==> src/rtl/regfile_port_arbiter.sv <==
`default_nettype none
// ============================================================================
// Module      : regfile_port_arbiter
// Description : Shares the single write port and single read select of a
//               small register file between NUM_CLIENTS requesters. The write
//               and read channels each have their own round-robin arbiter
//               with registered grants. Read data comes back through a
//               registered path, with write-to-read forwarding.
// Revision    : 1.0 - initial release
// ============================================================================
module regfile_port_arbiter #(
    parameter int NUM_CLIENTS = 2,
    parameter int DATA_WIDTH  = 8,
    parameter int ADDR_WIDTH  = 1
) (
    input  logic                              clk,
    input  logic                              reset,
    // write channel
    input  logic [NUM_CLIENTS-1:0]            wr_req,
    input  logic [NUM_CLIENTS*ADDR_WIDTH-1:0] wr_addr,
    input  logic [NUM_CLIENTS*DATA_WIDTH-1:0] wr_data,
    output logic [NUM_CLIENTS-1:0]            wr_gnt,
    // read channel
    input  logic [NUM_CLIENTS-1:0]            rd_req,
    input  logic [NUM_CLIENTS*ADDR_WIDTH-1:0] rd_addr,
    output logic [NUM_CLIENTS-1:0]            rd_gnt,
    output logic [NUM_CLIENTS-1:0]            rd_valid,
    output logic [DATA_WIDTH-1:0]             rd_data,
    // register file pins
    output logic                              rf_we,
    output logic [ADDR_WIDTH-1:0]             rf_waddr,
    output logic [DATA_WIDTH-1:0]             rf_wdata,
    output logic [ADDR_WIDTH-1:0]             rf_rsel,
    input  logic [DATA_WIDTH-1:0]             rf_rdata
);

    // Pointer width; at least one bit so a single-client build stays legal.
    localparam int c_PTR_W = (NUM_CLIENTS > 1) ? $clog2(NUM_CLIENTS) : 1;

    // ------------------------------------------------------------------------
    // Per-client address/data slices, unpacked for indexed selection.
    // ------------------------------------------------------------------------
    logic [ADDR_WIDTH-1:0] w_wr_addr_a [NUM_CLIENTS];
    logic [DATA_WIDTH-1:0] w_wr_data_a [NUM_CLIENTS];
    logic [ADDR_WIDTH-1:0] w_rd_addr_a [NUM_CLIENTS];

    genvar gi;
    generate
        for (gi = 0; gi < NUM_CLIENTS; gi++) begin : g_unpack
            assign w_wr_addr_a[gi] = wr_addr[gi*ADDR_WIDTH +: ADDR_WIDTH];
            assign w_wr_data_a[gi] = wr_data[gi*DATA_WIDTH +: DATA_WIDTH];
            assign w_rd_addr_a[gi] = rd_addr[gi*ADDR_WIDTH +: ADDR_WIDTH];
        end
    endgenerate

    // ------------------------------------------------------------------------
    // Wrap a (pointer + offset) sum back into 0..NUM_CLIENTS-1. The sum never
    // exceeds 2*NUM_CLIENTS-2, so a single conditional subtract is enough.
    // ------------------------------------------------------------------------
    function automatic logic [c_PTR_W-1:0] f_wrap(input logic [c_PTR_W:0] i_sum);
        logic [c_PTR_W:0] v_sum;
        v_sum = i_sum;
        if (v_sum >= (c_PTR_W+1)'(NUM_CLIENTS)) begin
            v_sum = v_sum - (c_PTR_W+1)'(NUM_CLIENTS);
        end
        return v_sum[c_PTR_W-1:0];
    endfunction

    // ------------------------------------------------------------------------
    // Round-robin pick: the first requester at or after i_ptr, wrapping.
    // Scanning from the farthest offset down lets the nearest one win last.
    // Result is {found, index}.
    // ------------------------------------------------------------------------
    function automatic logic [c_PTR_W:0] f_pick(
        input logic [NUM_CLIENTS-1:0] i_req,
        input logic [c_PTR_W-1:0]     i_ptr
    );
        logic               v_found;
        logic [c_PTR_W-1:0] v_win;
        logic [c_PTR_W-1:0] v_idx;
        v_found = 1'b0;
        v_win   = '0;
        for (int k = NUM_CLIENTS - 1; k >= 0; k--) begin
            v_idx = f_wrap({1'b0, i_ptr} + (c_PTR_W+1)'(k));
            if (i_req[v_idx]) begin
                v_found = 1'b1;
                v_win   = v_idx;
            end
        end
        return {v_found, v_win};
    endfunction

    // ------------------------------------------------------------------------
    // State
    // ------------------------------------------------------------------------
    logic [c_PTR_W-1:0]     r_wr_ptr;
    logic [c_PTR_W-1:0]     r_rd_ptr;
    logic [NUM_CLIENTS-1:0] r_wr_gnt;
    logic [NUM_CLIENTS-1:0] r_rd_gnt;
    logic [NUM_CLIENTS-1:0] r_rd_valid;
    logic [DATA_WIDTH-1:0]  r_rd_data;
    logic                   r_we;
    logic [ADDR_WIDTH-1:0]  r_waddr;
    logic [DATA_WIDTH-1:0]  r_wdata;
    logic [ADDR_WIDTH-1:0]  r_rsel;
    logic                   r_rd_pend;
    logic [c_PTR_W-1:0]     r_rd_tag;

    // ------------------------------------------------------------------------
    // Combinational arbitration results
    // ------------------------------------------------------------------------
    logic                   w_wr_any;
    logic [c_PTR_W-1:0]     w_wr_win;
    logic                   w_rd_any;
    logic [c_PTR_W-1:0]     w_rd_win;
    logic [DATA_WIDTH-1:0]  w_capture;
    logic                   w_fwd_hit;

    // Select the write and read winners from the current pointers.
    always_comb begin
        {w_wr_any, w_wr_win} = f_pick(wr_req, r_wr_ptr);
        {w_rd_any, w_rd_win} = f_pick(rd_req, r_rd_ptr);
    end

    // The regfile commits the pending write on the capture edge, so its read
    // port still shows the old value; bypass with the in-flight write data.
    always_comb begin
        w_fwd_hit = r_we && (r_waddr == r_rsel);
        w_capture = w_fwd_hit ? r_wdata : rf_rdata;
    end

    // Write channel: register the winner's strobe, address, data and grant.
    always_ff @(posedge clk) begin
        if (!reset) begin
            r_wr_ptr <= '0;
            r_wr_gnt <= '0;
            r_we     <= 1'b0;
            r_waddr  <= '0;
            r_wdata  <= '0;
        end else if (w_wr_any) begin
            r_we     <= 1'b1;
            r_waddr  <= w_wr_addr_a[w_wr_win];
            r_wdata  <= w_wr_data_a[w_wr_win];
            r_wr_gnt <= NUM_CLIENTS'(1) << w_wr_win;
            r_wr_ptr <= f_wrap({1'b0, w_wr_win} + (c_PTR_W+1)'(1));
        end else begin
            r_we     <= 1'b0;
            r_wr_gnt <= '0;
        end
    end

    // Read channel: register the winner's select and remember whose read it is.
    always_ff @(posedge clk) begin
        if (!reset) begin
            r_rd_ptr  <= '0;
            r_rd_gnt  <= '0;
            r_rsel    <= '0;
            r_rd_pend <= 1'b0;
            r_rd_tag  <= '0;
        end else if (w_rd_any) begin
            r_rsel    <= w_rd_addr_a[w_rd_win];
            r_rd_gnt  <= NUM_CLIENTS'(1) << w_rd_win;
            r_rd_pend <= 1'b1;
            r_rd_tag  <= w_rd_win;
            r_rd_ptr  <= f_wrap({1'b0, w_rd_win} + (c_PTR_W+1)'(1));
        end else begin
            r_rd_gnt  <= '0;
            r_rd_pend <= 1'b0;
        end
    end

    // Read capture: one edge after the grant, latch data and pulse valid.
    always_ff @(posedge clk) begin
        if (!reset) begin
            r_rd_valid <= '0;
            r_rd_data  <= '0;
        end else if (r_rd_pend) begin
            r_rd_valid <= NUM_CLIENTS'(1) << r_rd_tag;
            r_rd_data  <= w_capture;
        end else begin
            r_rd_valid <= '0;
        end
    end

    // ------------------------------------------------------------------------
    // Outputs
    // ------------------------------------------------------------------------
    assign wr_gnt   = r_wr_gnt;
    assign rd_gnt   = r_rd_gnt;
    assign rd_valid = r_rd_valid;
    assign rd_data  = r_rd_data;
    assign rf_we    = r_we;
    assign rf_waddr = r_waddr;
    assign rf_wdata = r_wdata;
    assign rf_rsel  = r_rsel;

endmodule
`default_nettype wire

==> config.mk <==
export PLATFORM = sky130hd
export DESIGN_NAME = regfile_port_arbiter
export DESIGN_NICKNAME = d
export VERILOG_FILES = /design/src/rtl/regfile_port_arbiter.sv
export SDC_FILE = /design/constraint.sdc
export NUM_CORES = 1
export LEC_CHECK = 0
export CAP_MARGIN = 25
export CORE_MARGIN = 1
export CORE_UTILIZATION = 30
export CTS_CLUSTER_DIAMETER = 50
export CTS_CLUSTER_SIZE = 30
export DETAILED_ROUTE_END_ITERATION = 10
export PLACE_DENSITY = 0.59
export SLEW_MARGIN = 20
export SYNTH_ARGS = -nofsm -noshare
export SYNTH_HDL_FRONTEND = slang
export SYNTH_SLANG_ARGS = --single-unit
==> constraint.sdc <==
create_clock -name clk -period 1.5 [get_ports clk]
set_input_delay 0.225 -clock clk [delete_from_list [all_inputs] [get_ports clk]]
set_output_delay 0.225 -clock clk [all_outputs]
set_load 0.02 [all_outputs]
==> metrics.json <==
{
  "outcome": {"value": "finished clean"},
  "die_height": {"value": 63.8, "unit": "um"},
  "wirelength": {"value": 2990, "unit": "um"},
  "cp_num_cells": {"value": 1},
  "crit_path_max_fanout": {"value": 2},
  "hold_violations": {"value": 0},
  "finalCriticalPeriod": {"value": 1.45, "unit": "ns"},
  "yosysWarnings": {"value": 0},
  "setup.worst_path.start": {"value": "rf_waddr$_SDFFE_PN0P_"},
  "power.internal": {"value": 0.00147, "unit": "W"},
  "fill_cell_total_of_the_finished_layout": {"value": 366},
  "fp-row-count": {"value": 22},
  "max_slew.worst_pin.slew": {"value": 0.472, "unit": "ns"},
  "max_freq": {"value": 0.688, "unit": "GHz"},
  "hold_crit_path_type": {"value": "register to register"},
  "critPathCaptureType": {"value": "output pin"},
  "cpPeakStageDelay": {"value": 0.61, "unit": "ns"},
  "tritoncts.num_buffers": {"value": 5},
  "clock_sinks": {"value": 29},
  "grt_remaining_overflow": {"value": 0},
  "layout_common_cells": {"value": "sky130_fd_sc_hd__clkdlybuf4s50_1 (49), sky130_fd_sc_hd__dfxtp_1 (29), sky130_fd_sc_hd__o21ai_0 (16), sky130_fd_sc_hd__o21a_1 (9), sky130_fd_sc_hd__o221a_2 (9)"},
  "final.period_utilization": {"value": 96.8, "unit": "%"},
  "setup.reg_to_reg.worst_slack": {"value": 0.32, "unit": "ns"},
  "placed_area": {"value": 0.00180, "unit": "sq mm"},
  "path_class": {"value": "register to output pin"},
  "worst_path_max_delay_cell": {"value": "sky130_fd_sc_hd__clkdlybuf4s50_1"},
  "via_count_of_the_first_global_routing_pass": {"value": 1041},
  "maximum_count_of_clock_buffers_along_a_single_path": {"value": 2},
  "cts_root_buffer": {"value": "sky130_fd_sc_hd__clkbuf_8"},
  "finalMaxSlewViolations": {"value": 0},
  "dieArea": {"value": 0.00407, "unit": "sq mm"},
  "final_core_util": {"value": 51.7, "unit": "%"},
  "placement.io_buffers": {"value": 58},
  "ctsHtreeMaxLevel": {"value": 2},
  "grt_pass1_wl": {"value": 4930, "unit": "um"},
  "net_count_after_synthesis": {"value": 151},
  "worst-path-buf-inv": {"value": 1},
  "rr_startpoint": {"value": "r_wr_ptr$_SDFFE_PN0P_"},
  "synth_sequential_area_ratio": {"value": 50.7, "unit": "%"},
  "die_width": {"value": 63.8, "unit": "um"},
  "detail_route.wl_per_cell": {"value": 13.0, "unit": "um"},
  "synth.avg_cell_area": {"value": 9.80, "unit": "sq um"},
  "combinationalPowerShare": {"value": 20.9, "unit": "%"},
  "ratio_of_routed_vias_to_standard_cells": {"value": 4.82},
  "grt_setup_unrepaired": {"value": "false"},
  "arrival": {"value": 1.23, "unit": "ns"},
  "p_sw_share": {"value": 26.0, "unit": "%"},
  "dr.first_iter.drc_count": {"value": 47},
  "worst_slew_margin_rel": {"value": 68.5, "unit": "%"},
  "endpoint": {"value": "rf_waddr"},
  "list_of_cells_traversed_by_the_critical_path": {"value": "clkdlybuf4s50_1"},
  "power.share.clock": {"value": 35.1, "unit": "%"},
  "diodes": {"value": 0},
  "stdcell_area": {"value": 0.00189, "unit": "sq mm"},
  "tritoncts": {"value": "done"},
  "ys_seq_elements": {"value": 29},
  "setup_viol": {"value": 0},
  "post-route-drc-count": {"value": 0},
  "flop_pwr_share": {"value": 43.9, "unit": "%"},
  "io_pins": {"value": 59},
  "layout_area_growth_over_synthesis": {"value": 65.3, "unit": "%"},
  "groute.usage.overall": {"value": 15.8, "unit": "%"},
  "routability_congestion_estimate_from_global_placement": {"value": 0.744},
  "worst_path_dominant_cell_family": {"value": "buffers and inverters"},
  "mostFrequentLayoutCell": {"value": "sky130_fd_sc_hd__clkdlybuf4s50_1"},
  "multi_input_comb_area": {"value": 519, "unit": "sq um"},
  "yosysUniqueCellTypes": {"value": 23},
  "sequential_standard_cell_area": {"value": 581, "unit": "sq um"},
  "postSynthCellCount": {"value": 117},
  "grt_start_max_net_pins": {"value": 19},
  "standard_cell_core_area": {"value": 0.00366, "unit": "sq mm"},
  "layout-drive-gt1-share": {"value": 14.9, "unit": "%"},
  "antenna_found_initial": {"value": 0},
  "drtAntennaViolNets": {"value": 0},
  "worst-endpoint-required": {"value": 1.27, "unit": "ns"},
  "switching_power": {"value": 0.000517, "unit": "W"},
  "vias": {"value": 1103},
  "detailedPlacementHpwl": {"value": 2340, "unit": "um"},
  "worstSkewPairLatency": {"value": 0.28, "unit": "ns"},
  "finish.net_count": {"value": 214},
  "vdd_ir_drop_max": {"value": 0.000656, "unit": "V"},
  "final.setup.tns": {"value": 0, "unit": "ns"},
  "design_power_total": {"value": 0.00199, "unit": "W"},
  "synth_area": {"value": 0.00115, "unit": "sq mm"},
  "floorplan.initialDensity": {"value": 31.3, "unit": "%"},
  "power.static_leakage": {"value": 0.764, "unit": "nW"},
  "clkSlewWorstSetupHoldPaths": {"value": 0.06, "unit": "ns"},
  "rr_endpoint": {"value": "rf_wdata[0]$_SDFFE_PN0P_"},
  "clock_skew": {"value": 0.00488, "unit": "ns"},
  "worstRegToRegCells": {"value": 3},
  "powerDensity": {"value": 1050, "unit": "mW/mm^2"},
  "timing.max_cap.violations": {"value": 0},
  "critPathLaunchType": {"value": "register"},
  "firstDrtPassIters": {"value": 4}
}
==> metrics by stage <==
stage	hold WS, ns	setup WS [ns]	instances
CTS	0.436	0.00320	229
global route	0.453	0.00646	229
detailed placement	0.425	-0.0186	221
finish	0.433	0.0474	229
floorplan	0.324	0.299	117
global placement	0.427	0.00420	221
==> how the worst min path moves through the flow <==
| stage | slack [ns] | cells past startpoint | end | startpoint |
|---|---|---|---|---|
| after global placement | 0.43 | 1 | rd_valid[0]$_SDFF_PN0_ | r_rd_tag$_SDFFE_PN0P_ |
| final | 0.43 | 1 | rd_valid[0]$_SDFF_PN0_ | r_rd_tag$_SDFFE_PN0P_ |
| after global routing | 0.45 | 1 | rd_valid[0]$_SDFF_PN0_ | r_rd_tag$_SDFFE_PN0P_ |
| after floorplan | 0.32 | 1 | rd_gnt[0]$_SDFF_PN0_ | rd_req[1] |
| after detailed placement | 0.43 | 1 | rd_valid[0]$_SDFF_PN0_ | r_rd_tag$_SDFFE_PN0P_ |
| after CTS | 0.44 | 1 | rd_valid[0]$_SDFF_PN0_ | r_rd_tag$_SDFFE_PN0P_ |
==> logic make-up after synthesis <==
logic type,count (synthesis),synth area share (%)
muxes,1,0.982
buffers and inverters,11,4.04
AOI/OAI and AO/OA,49,30.7
xor gates and xnor gates,2,2.84
and+or+nand+nor,25,10.8
DFF,29,50.7
==> registers in the layout, summed over array words and instances, names as in the netlist, 2 cells and up <==
| signal | count |
|---|---|
| wr_gnt | 2 |
| rd_gnt | 2 |
| rd_valid | 2 |
| rd_data | 8 |
| rf_wdata | 8 |
==> synth_stat cells <==
cell | number | share of area, %
sky130_fd_sc_hd__a211oi_1 | 1 | 0.66
sky130_fd_sc_hd__a21bo_2 | 1 | 0.87
sky130_fd_sc_hd__a21oi_1 | 3 | 1.3
sky130_fd_sc_hd__a31oi_1 | 8 | 4.4
sky130_fd_sc_hd__and2_1 | 2 | 1.1
sky130_fd_sc_hd__and3_1 | 1 | 0.55
sky130_fd_sc_hd__buf_2 | 4 | 1.7
sky130_fd_sc_hd__clkbuf_1 | 4 | 1.3
sky130_fd_sc_hd__dfxtp_1 | 29 | 51
sky130_fd_sc_hd__inv_1 | 3 | 0.98
sky130_fd_sc_hd__mux2_2 | 1 | 0.98
sky130_fd_sc_hd__nand2_1 | 4 | 1.3
sky130_fd_sc_hd__nand2b_1 | 4 | 2.2
sky130_fd_sc_hd__nand3_1 | 8 | 3.5
sky130_fd_sc_hd__nor2_1 | 5 | 1.6
sky130_fd_sc_hd__o21a_1 | 9 | 5.9
sky130_fd_sc_hd__o21ai_0 | 16 | 7.0
sky130_fd_sc_hd__o221a_1 | 1 | 0.98
sky130_fd_sc_hd__o221a_2 | 9 | 8.8
sky130_fd_sc_hd__o31a_1 | 1 | 0.76
sky130_fd_sc_hd__or2_1 | 1 | 0.55
sky130_fd_sc_hd__xnor2_2 | 1 | 1.4
sky130_fd_sc_hd__xor2_2 | 1 | 1.4
==> worst reg2reg max path: cells and delay by family, from the launching register on <==
family / cells / cell delay [ns]
AOI/OAI and AO/OA: 1 / 0.34
DFF: 1 / 0.36
and+or+nand+nor: 2 / 0.36
==> final cells by class <==
type                    instances  share of cell area (%)
multi-input cells              77                    27.4
clock inverters                 1                   0.264
well taps                      48                    3.17
flip-flops and latches         29                    30.6
repair buffers                 64                    32.8
inverters                       3                   0.594
clock buffers                   7                    5.09
==> per-layer routing <==
metal / wire, um / part of all wire, % / GRT usage, %
met2: 1370 / 46 / 25.7
met5: 0 / 0 / 0
met4: 46 / 1.5 / 5.97
met3: 150 / 5.0 / 5.54
met1: 1420 / 48 / 19.1
==> power by group through the flow <==
| stage | Sequential, W | Combinational (W) | Clock (W) |
|---|---|---|---|
| after global placement | 0.000889 | 0.000428 | 0 |
| after global routing | 0.000881 | 0.000449 | 0.000756 |
| final | 0.000873 | 0.000416 | 0.000699 |
| after floorplan | 0.000943 | 0.000143 | 0 |
| after CTS | 0.000874 | 0.000421 | 0.000724 |
| after detailed placement | 0.000891 | 0.000430 | 0 |
==> what timing repair did <==
action,4_1_cts,5_1_grt
gates resized for setup,7,2
hold endpoints to repair,0,0
hold buffers,0,0
setup buffers,0,0
endpoints found under the setup margin,7,2
(Power assumes the default switching activity.)
